==> src/rtl/hunter_packet_tx.sv <==
// hunter_packet_tx: Hunter fan remote-control packet transmitter.
// Serialises LEAD_SYMS zero symbols, the fixed device ID and a latched payload
// (both LSB first) as three-tick PWM symbols (0, data, 1) at a divided tick
// rate. Each start sends REPEAT packets separated by GAP_TICKS low ticks,
// followed by one low FINISH tick carrying the done pulse.
// Optional feature macro: HUNTER_TX_ABORT_EN adds the abort input, which
// cancels a busy transfer without a done pulse.
module hunter_packet_tx #(
    parameter int unsigned          CLK_DIV       = 2048,
    parameter int unsigned          ID_WIDTH      = 4,
    parameter logic [ID_WIDTH-1:0]  ID            = 4'b1010,
    parameter int unsigned          PAYLOAD_WIDTH = 7,
    parameter int unsigned          LEAD_SYMS     = 2,
    parameter int unsigned          REPEAT        = 3,
    parameter int unsigned          GAP_TICKS     = 30
) (
    input  logic                     ref_clk,
    input  logic                     reset,
    input  logic                     start,
    input  logic [PAYLOAD_WIDTH-1:0] payload,
`ifdef HUNTER_TX_ABORT_EN
    input  logic                     abort,
`endif
    output logic                     out,
    output logic                     busy,
    output logic                     done
);

    localparam int unsigned NSYM  = LEAD_SYMS + ID_WIDTH + PAYLOAD_WIDTH;
    localparam int unsigned DIV_W = (CLK_DIV > 1) ? $clog2(CLK_DIV) : 1;
    localparam int unsigned SYM_W = (NSYM > 1) ? $clog2(NSYM) : 1;
    localparam int unsigned GAP_W = (GAP_TICKS > 1) ? $clog2(GAP_TICKS) : 1;
    localparam int unsigned REP_W = $clog2(REPEAT + 1);

    localparam logic [DIV_W-1:0] DIV_RELOAD = DIV_W'(CLK_DIV - 1);
    localparam logic [SYM_W-1:0] SYM_LAST   = SYM_W'(NSYM - 1);
    localparam logic [GAP_W-1:0] GAP_LAST   = GAP_W'(GAP_TICKS - 1);
    localparam logic [REP_W-1:0] REP_LAST   = REP_W'(REPEAT - 1);

    // State meaning: what the next tick will emit.
    typedef enum logic [1:0] {
        S_IDLE   = 2'd0,
        S_SEND   = 2'd1,
        S_GAP    = 2'd2,
        S_FINISH = 2'd3
    } state_t;

    state_t                     state_q, state_d;
    logic [DIV_W-1:0]           div_q, div_d;
    logic [SYM_W-1:0]           sym_q, sym_d;
    logic [1:0]                 phase_q, phase_d;
    logic [REP_W-1:0]           rep_q, rep_d;
    logic [GAP_W-1:0]           gap_q, gap_d;
    logic [PAYLOAD_WIDTH-1:0]   payload_q, payload_d;
    logic                       out_q, out_d;
    logic                       busy_q, busy_d;
    logic                       done_q, done_d;

    logic                       accept_c;
    logic                       tick_c;
    logic                       kill_c;
    logic                       last_sym_c;
    logic                       last_rep_c;
    logic                       gap_end_c;
    logic                       sym_bit_c;
    logic [NSYM-1:0]            frame_c;

    // Handshake and sequencing conditions.
    assign accept_c   = start && !busy_q;
    assign tick_c     = (state_q != S_IDLE) && (div_q == '0);
    assign last_sym_c = (sym_q == SYM_LAST) && (phase_q == 2'd2);
    assign last_rep_c = (rep_q == REP_LAST);
    assign gap_end_c  = (gap_q == GAP_LAST);

`ifdef HUNTER_TX_ABORT_EN
    assign kill_c = abort && busy_q;
`else
    assign kill_c = 1'b0;
`endif

    // Packet image: lead zeros, then ID, then latched payload, LSB first.
    always_comb begin
        frame_c = '0;
        frame_c[LEAD_SYMS +: ID_WIDTH]                 = ID;
        frame_c[LEAD_SYMS + ID_WIDTH +: PAYLOAD_WIDTH] = payload_q;
    end

    // PWM level for the current symbol phase.
    always_comb begin
        sym_bit_c = 1'b0;
        unique case (phase_q)
            2'd0:    sym_bit_c = 1'b0;
            2'd1:    sym_bit_c = frame_c[sym_q];
            default: sym_bit_c = 1'b1;
        endcase
    end

    // State register; reset has priority over every input.
    always_ff @(posedge ref_clk) begin
        if (reset) begin
            state_q <= S_IDLE;
        end else begin
            state_q <= state_d;
        end
    end

    // Next-state logic; transitions other than accept happen on ticks.
    always_comb begin
        state_d = state_q;
        if (kill_c) begin
            state_d = S_IDLE;
        end else begin
            unique case (state_q)
                S_IDLE: begin
                    if (accept_c) begin
                        state_d = S_SEND;
                    end
                end
                S_SEND: begin
                    if (tick_c && last_sym_c) begin
                        state_d = last_rep_c ? S_FINISH : S_GAP;
                    end
                end
                S_GAP: begin
                    if (tick_c && gap_end_c) begin
                        state_d = S_SEND;
                    end
                end
                S_FINISH: begin
                    if (tick_c) begin
                        state_d = S_IDLE;
                    end
                end
                default: state_d = S_IDLE;
            endcase
        end
    end

    // Output and datapath next values: divider, counters, payload latch, pins.
    always_comb begin
        out_d     = out_q;
        busy_d    = busy_q;
        done_d    = 1'b0;
        payload_d = payload_q;
        div_d     = div_q;
        sym_d     = sym_q;
        phase_d   = phase_q;
        rep_d     = rep_q;
        gap_d     = gap_q;

        if (kill_c) begin
            out_d   = 1'b0;
            busy_d  = 1'b0;
            div_d   = '0;
            sym_d   = '0;
            phase_d = '0;
            rep_d   = '0;
            gap_d   = '0;
        end else begin
            if (state_q != S_IDLE) begin
                div_d = tick_c ? DIV_RELOAD : div_q - DIV_W'(1);
            end

            unique case (state_q)
                S_IDLE: begin
                    // Busy is still high here during the done cycle, so a
                    // start on that cycle is not accepted.
                    busy_d = 1'b0;
                    if (accept_c) begin
                        busy_d    = 1'b1;
                        payload_d = payload;
                        div_d     = '0;
                        sym_d     = '0;
                        phase_d   = '0;
                        rep_d     = '0;
                        gap_d     = '0;
                    end
                end
                S_SEND: begin
                    if (tick_c) begin
                        out_d = sym_bit_c;
                        if (phase_q == 2'd2) begin
                            phase_d = '0;
                            if (sym_q == SYM_LAST) begin
                                sym_d = '0;
                                gap_d = '0;
                                if (!last_rep_c) begin
                                    rep_d = rep_q + REP_W'(1);
                                end
                            end else begin
                                sym_d = sym_q + SYM_W'(1);
                            end
                        end else begin
                            phase_d = phase_q + 2'd1;
                        end
                    end
                end
                S_GAP: begin
                    if (tick_c) begin
                        out_d = 1'b0;
                        gap_d = gap_end_c ? '0 : gap_q + GAP_W'(1);
                    end
                end
                S_FINISH: begin
                    if (tick_c) begin
                        out_d  = 1'b0;
                        done_d = 1'b1;
                    end
                end
                default: begin
                    out_d  = 1'b0;
                    busy_d = 1'b0;
                end
            endcase
        end
    end

    // Datapath and output registers.
    always_ff @(posedge ref_clk) begin
        if (reset) begin
            div_q     <= '0;
            sym_q     <= '0;
            phase_q   <= '0;
            rep_q     <= '0;
            gap_q     <= '0;
            payload_q <= '0;
            out_q     <= 1'b0;
            busy_q    <= 1'b0;
            done_q    <= 1'b0;
        end else begin
            div_q     <= div_d;
            sym_q     <= sym_d;
            phase_q   <= phase_d;
            rep_q     <= rep_d;
            gap_q     <= gap_d;
            payload_q <= payload_d;
            out_q     <= out_d;
            busy_q    <= busy_d;
            done_q    <= done_d;
        end
    end

    assign out  = out_q;
    assign busy = busy_q;
    assign done = done_q;

endmodule

==> config.mk <==
export PLATFORM = sky130hd
export DESIGN_NAME = hunter_packet_tx
export DESIGN_NICKNAME = d
export VERILOG_FILES = /design/src/rtl/hunter_packet_tx.sv
export SDC_FILE = /design/constraint.sdc
export NUM_CORES = 1
export LEC_CHECK = 0
export ABC_AREA = 1
export ABC_CLOCK_PERIOD_IN_PS = 3000
export BUFFER_PORTS_ARGS = -buffer_cell sky130_fd_sc_hd__buf_2
export CORE_UTILIZATION = 64
export DETAILED_ROUTE_END_ITERATION = 8
export MAX_ROUTING_LAYER = met4
export PLACE_DENSITY_LB_ADDON = 0.25
export SLEW_MARGIN = 20
export SYNTH_ARGS = -nofsm -noshare
export SYNTH_HDL_FRONTEND = slang
export SYNTH_SLANG_ARGS = --single-unit
==> constraint.sdc <==
create_clock -name ref_clk -period 3 [get_ports ref_clk]
set_input_delay 0.6 -clock ref_clk [delete_from_list [all_inputs] [get_ports ref_clk]]
set_output_delay 0.6 -clock ref_clk [all_outputs]
set_load 0.05 [all_outputs]
Word-level counts from Yosys, hierarchy flattened. Index checks and enable logic that the tools add are counted.

Register bits after elaboration: 36. Output and inout port bits: 3.

Reductions and logical operators: 22. Magnitude comparators: 1. Multiplexer cells: 39. Bitwise logic cells: 1. Equality and inequality tests: 18. Add/subtract/negate cells: 5.

Operator list (number): 11-bit two-way mux (4); 5-bit two-way mux (6); 2-bit two-way mux (11); 2-bit != test, second input constant (9); 4-bit two-way mux (4); 5-bit case mux with 3 select lines (1); 6-bit AND reduction (2); 11-bit logical NOT (1); 11-bit by 1-bit subtractor with 11-bit output, second input constant (1); 2-bit == test, second input constant (4); 2-bit case mux with 2 select lines (2); 2-bit case mux with 4 select lines (1); 4-bit case mux with 2 select lines (1); 4-bit AND reduction (2); 1-bit two-way mux (6); 3-bit AND reduction (2); 2-bit nonzero test (3); 5-bit by 1-bit adder with 5-bit output, second input constant (1); 5-bit == test, second input constant (1); 1-bit logical AND (5); 4-bit by 5-bit less-than comparator with 1-bit output, second input constant (1); 2-bit by 1-bit adder with 2-bit output, second input constant (2); 4-bit by 1-bit adder with 4-bit output, second input constant (1); 1-bit binary-select mux with 4-bit select (1); other kinds (10) (14).

Logic depth before layout (Yosys ltp).
Depth in word-level cells: 6. Gate-level depth with buffers: 11.

Worst setup path before layout. No wires, ideal clock.

Kind: register to register. From: reg sym_q[0]. To: reg gap_q[0]. Library setup time: 0.112 ns. Stages on the path, launching flop included: 10. Data arrival time: 1.523 ns. Data required time: 2.888 ns. Setup slack: 1.365 ns. Period minus slack after synthesis: 1.635 ns. Path buffers: 0. Cell sequence: dfxtp_1 -> inv_1 -> ha_1 -> nand3_1 -> o21ai_0 -> nand3_2 -> nor2_1 -> nand2_1 -> nand2_1 -> nor2_1.

Longest elaborated chain between the ends: 3.

RTL lines: start: declaration (line 50) `logic [SYM_W-1:0] sym_q, sym_d;`; start signal: assignment (line 232) `sym_q <= sym_d;`; 4-bit == test (line 184) `if (sym_q == SYM_LAST) begin`; 2-bit != test (no source line); 6-bit AND reduction (no source line); end signal: assignment (line 235) `gap_q <= gap_d;`; end: declaration (line 53) `logic [GAP_W-1:0] gap_q, gap_d;`.

No other way between the ends. A chain may end at the register's enable or synchronous reset.

Worst setup path after layout. Ends and elaborated chain as after synthesis.

==> impl_metrics.toml <==
[run_status]
status = "completed"

[drt]
top_layer_used = "met4"
vias_per_cell = 5.58
drt-wirelength-per-cell_um = 12.2
dr_total_vias = 1882
route.met3.wl_um = 159
drc = 0
dr.pass1.iters = 4
drtAntennaViolNets = 0
drtIter0Drc = 123
wl_met2_um = 1990
wl_um = 4120
m1WireLength_um = 1900

[clocking]
clk_latency_ns = 0.35
cts_hold_buf = 0
cts_resized = 0
cts_sinks = 36
htreeDepth = 2
clock-root-buffer = "clkbuf_4"
cts_buffers = 5
cts_tree = "built"
cts_setup_buffers = 0
clockBufferDepth = 2
clkTransAtPathRegs_ns = 0.10

[die]
die_w_um = 56.8
core_um2 = 2810
io-pin-count = 13
die_h_um = 56.8
start_util_pct = 68.6
die_area_um2 = 3230
row_count = 19

[placed_design]
place_congestion = 0.878
io_buffers = 12
place_hpwl_um = 2910

[power]
power.internal_uw = 1040
power_density_nw_per_um2 = 908
pwr-share-comb_pct = 46.5
power.share.clock_pct = 18.1
p_seq_share_pct = 35.4
vdd_drop_max_mv = 0.558
p_leak_uw = 0.000951
power.total_uw = 1900
p_switching_uw = 854
p_sw_share_pct = 45.0

[setup_path]
crit_fanout = 8
reg2reg_depth = 9
slowest_delay_ns = 0.45
cp-start-kind = "flip-flop"
crit_required_ns = 3.25
path_cells = "inv_1 > ha_1 > nand3_1 > o21ai_0 > nand3_2 > nor2_1 > nand2_1 > nand2_1 > nor2_1"
crit_arrival_ns = 2.26
crit_type = "flip-flop to flip-flop"
crit_path_top_delay_cell = "o21ai_0"
end_kind = "flip-flop"

[finish]
multiInputGateArea_um2 = 1050
area_growth_pct = 8.52
fin_util_pct = 74.4
n_antenna_cell = 0
seq_area_um2 = 721
fillers = 247
nets = 322
drive_gt1_share_pct = 9.15

[yosys]
synth-compound-area-share_pct = 14.6
synthSimpleGateAreaFrac_pct = 34.2
synth_top_family_by_area = "simple AND/OR/NAND/NOR gates"
synthAdderAreaFrac_pct = 4.55
netlist_instances = 289
synth_xor_area_share_pct = 1.37
ys_seq_area_share_pct = 37.5
synth_area_um2 = 1920
yosysUniqueCellTypes = 26
synthMuxAreaShare_pct = 0
syn_area_per_cell_um2 = 6.65
syn_nets = 306
yosys_warnings = 0
ys_ff_latch = 36

[grt]
grt_antenna_before_repair = 0
grt_pass1_wl_um = 7040
track_usage_pct = 28.7
grt_start_max_net_pins = 17
grt_pass1_vias = 1707
gr-total-overflow = 0

[sta]
finalCriticalPeriod_ns = 2.02
skew_ns = 0.0113
finalCritPeriodShare_pct = 67.2
worst_slew_pin_slew_ns = 0.515
fmax_mhz = 496
rsz0062_at_grt = "false"
setup-tns-final_ns = 0
drv_slew = 0
max_slew_margin_pct = 65.3
finalHoldViolCount = 0
finalSetupViolCount = 0

[min_path]
min_path_cells = 2
hold_path_class = "flip-flop to flip-flop"

[job]
cap_violations = 0
==> power groups by stage <==
| stage | logic [uW] | clock network (uW) | registers [uW] |
|---|---|---|---|
| finish | 881 | 343 | 672 |
| global placement | 838 | 0 | 679 |
| CTS | 870 | 343 | 669 |
| floorplan | 689 | 0 | 673 |
| detailed placement | 861 | 0 | 680 |
| global route | 1010 | 365 | 686 |
==> placed cells by master (no fill, tap or decap), types with 3 or more instances in the layout <==
| cell | netlist | routed |
|---|---|---|
| a21oi_1 | 19 | 19 |
| a31oi_1 | 3 | 3 |
| buf_2 | 0 | 12 |
| clkbuf_4 | 0 | 5 |
| dfxtp_1 | 36 | 36 |
| ha_1 | 7 | 7 |
| inv_1 | 36 | 36 |
| nand2_1 | 61 | 61 |
| nand3_1 | 15 | 15 |
| nand4_1 | 12 | 12 |
| nor2_1 | 53 | 53 |
| o21ai_0 | 24 | 24 |
==> cells in the mapped netlist <==
cell,instances,share of area (%)
a31oi_1,3,0.98
inv_1,36,7.0
xnor2_1,2,0.91
o21bai_1,2,0.78
nand2_1,61,12
inv_2,1,0.19
nand3_1,15,3.9
a21oi_1,19,4.9
nand4_1,12,3.9
nand2_2,2,0.65
nor3_1,1,0.26
or2_2,1,0.33
o21ai_0,24,6.2
nand3_2,1,0.52
clkbuf_1,3,0.59
dfxtp_1,36,37
nand2_4,1,0.59
nor2_1,53,10
nor2_2,2,0.65
ha_1,7,4.6
nor3b_1,1,0.39
xor2_1,1,0.46
o2111ai_1,1,0.46
o22ai_1,1,0.33
nand3b_1,2,0.78
a21oi_4,1,0.85
==> through the flow <==
step | hold slack [ns] | std cells | worst slack (ns) | area [um^2]
6_report | 0.479 | 337 | 0.985 | 2090
3_3_place_gp | 0.464 | 329 | 1.05 | 2010
5_1_grt | 0.507 | 337 | 0.778 | 2090
2_1_floorplan | 0.449 | 289 | 1.36 | 1920
4_1_cts | 0.483 | 337 | 0.993 | 2090
3_5_place_dp | 0.466 | 329 | 1.02 | 2010
==> state kept, by name (all words and copies together), names as in the netlist <==
| name | flops |
|---|---|
| div_q | 11 |
| busy | 1 |
| sym_q | 4 |
| payload_q | 7 |
| out | 1 |
| state_q | 2 |
| rep_q | 2 |
| gap_q | 5 |
| phase_q | 2 |
| done | 1 |
==> per-layer routing <==
metal  GRT usage [%]  vias up
met5               -        -
met4            10.5        0
met3            7.83       11
met2            48.3       36
met1            32.8      863
li1                -      972
==> critical path, delay by kind of cell, from the launching register on <==
family                     cells  cell delay (ns)
DFF                            1             0.40
buffers and inverters          1             0.14
adders and majority gates      1             0.16
and+or+nand+nor                6             0.78
AOI/OAI and AO/OA              1             0.45
==> final timing paths <==
path	from	endpoint	slack, ns
max reg2reg	sym_q[0]	gap_q[0]	0.98
min reg2reg	rep_q[1]	rep_q[1]	0.48
max	sym_q[0]	gap_q[0]	0.98
min	rep_q[1]	rep_q[1]	0.48
==> cell families (layout without fill, tap and decap cells) <==
family,Yosys count,in the layout
buf+inv,40,57
simple gates,152,152
fa+ha+maj,7,7
flops,36,36
xor+xnor,3,3
compound gates,51,51
==> area by class of cell <==
class	count	share of cell area [%]
clock inverter	2	1.68
timing repair buffer	12	2.88
clock buffer	6	1.98
inverter	37	6.65
tap	31	1.86
sequential	36	34.5
multi-input combinational	213	50.4
(Power assumes the default switching activity.)
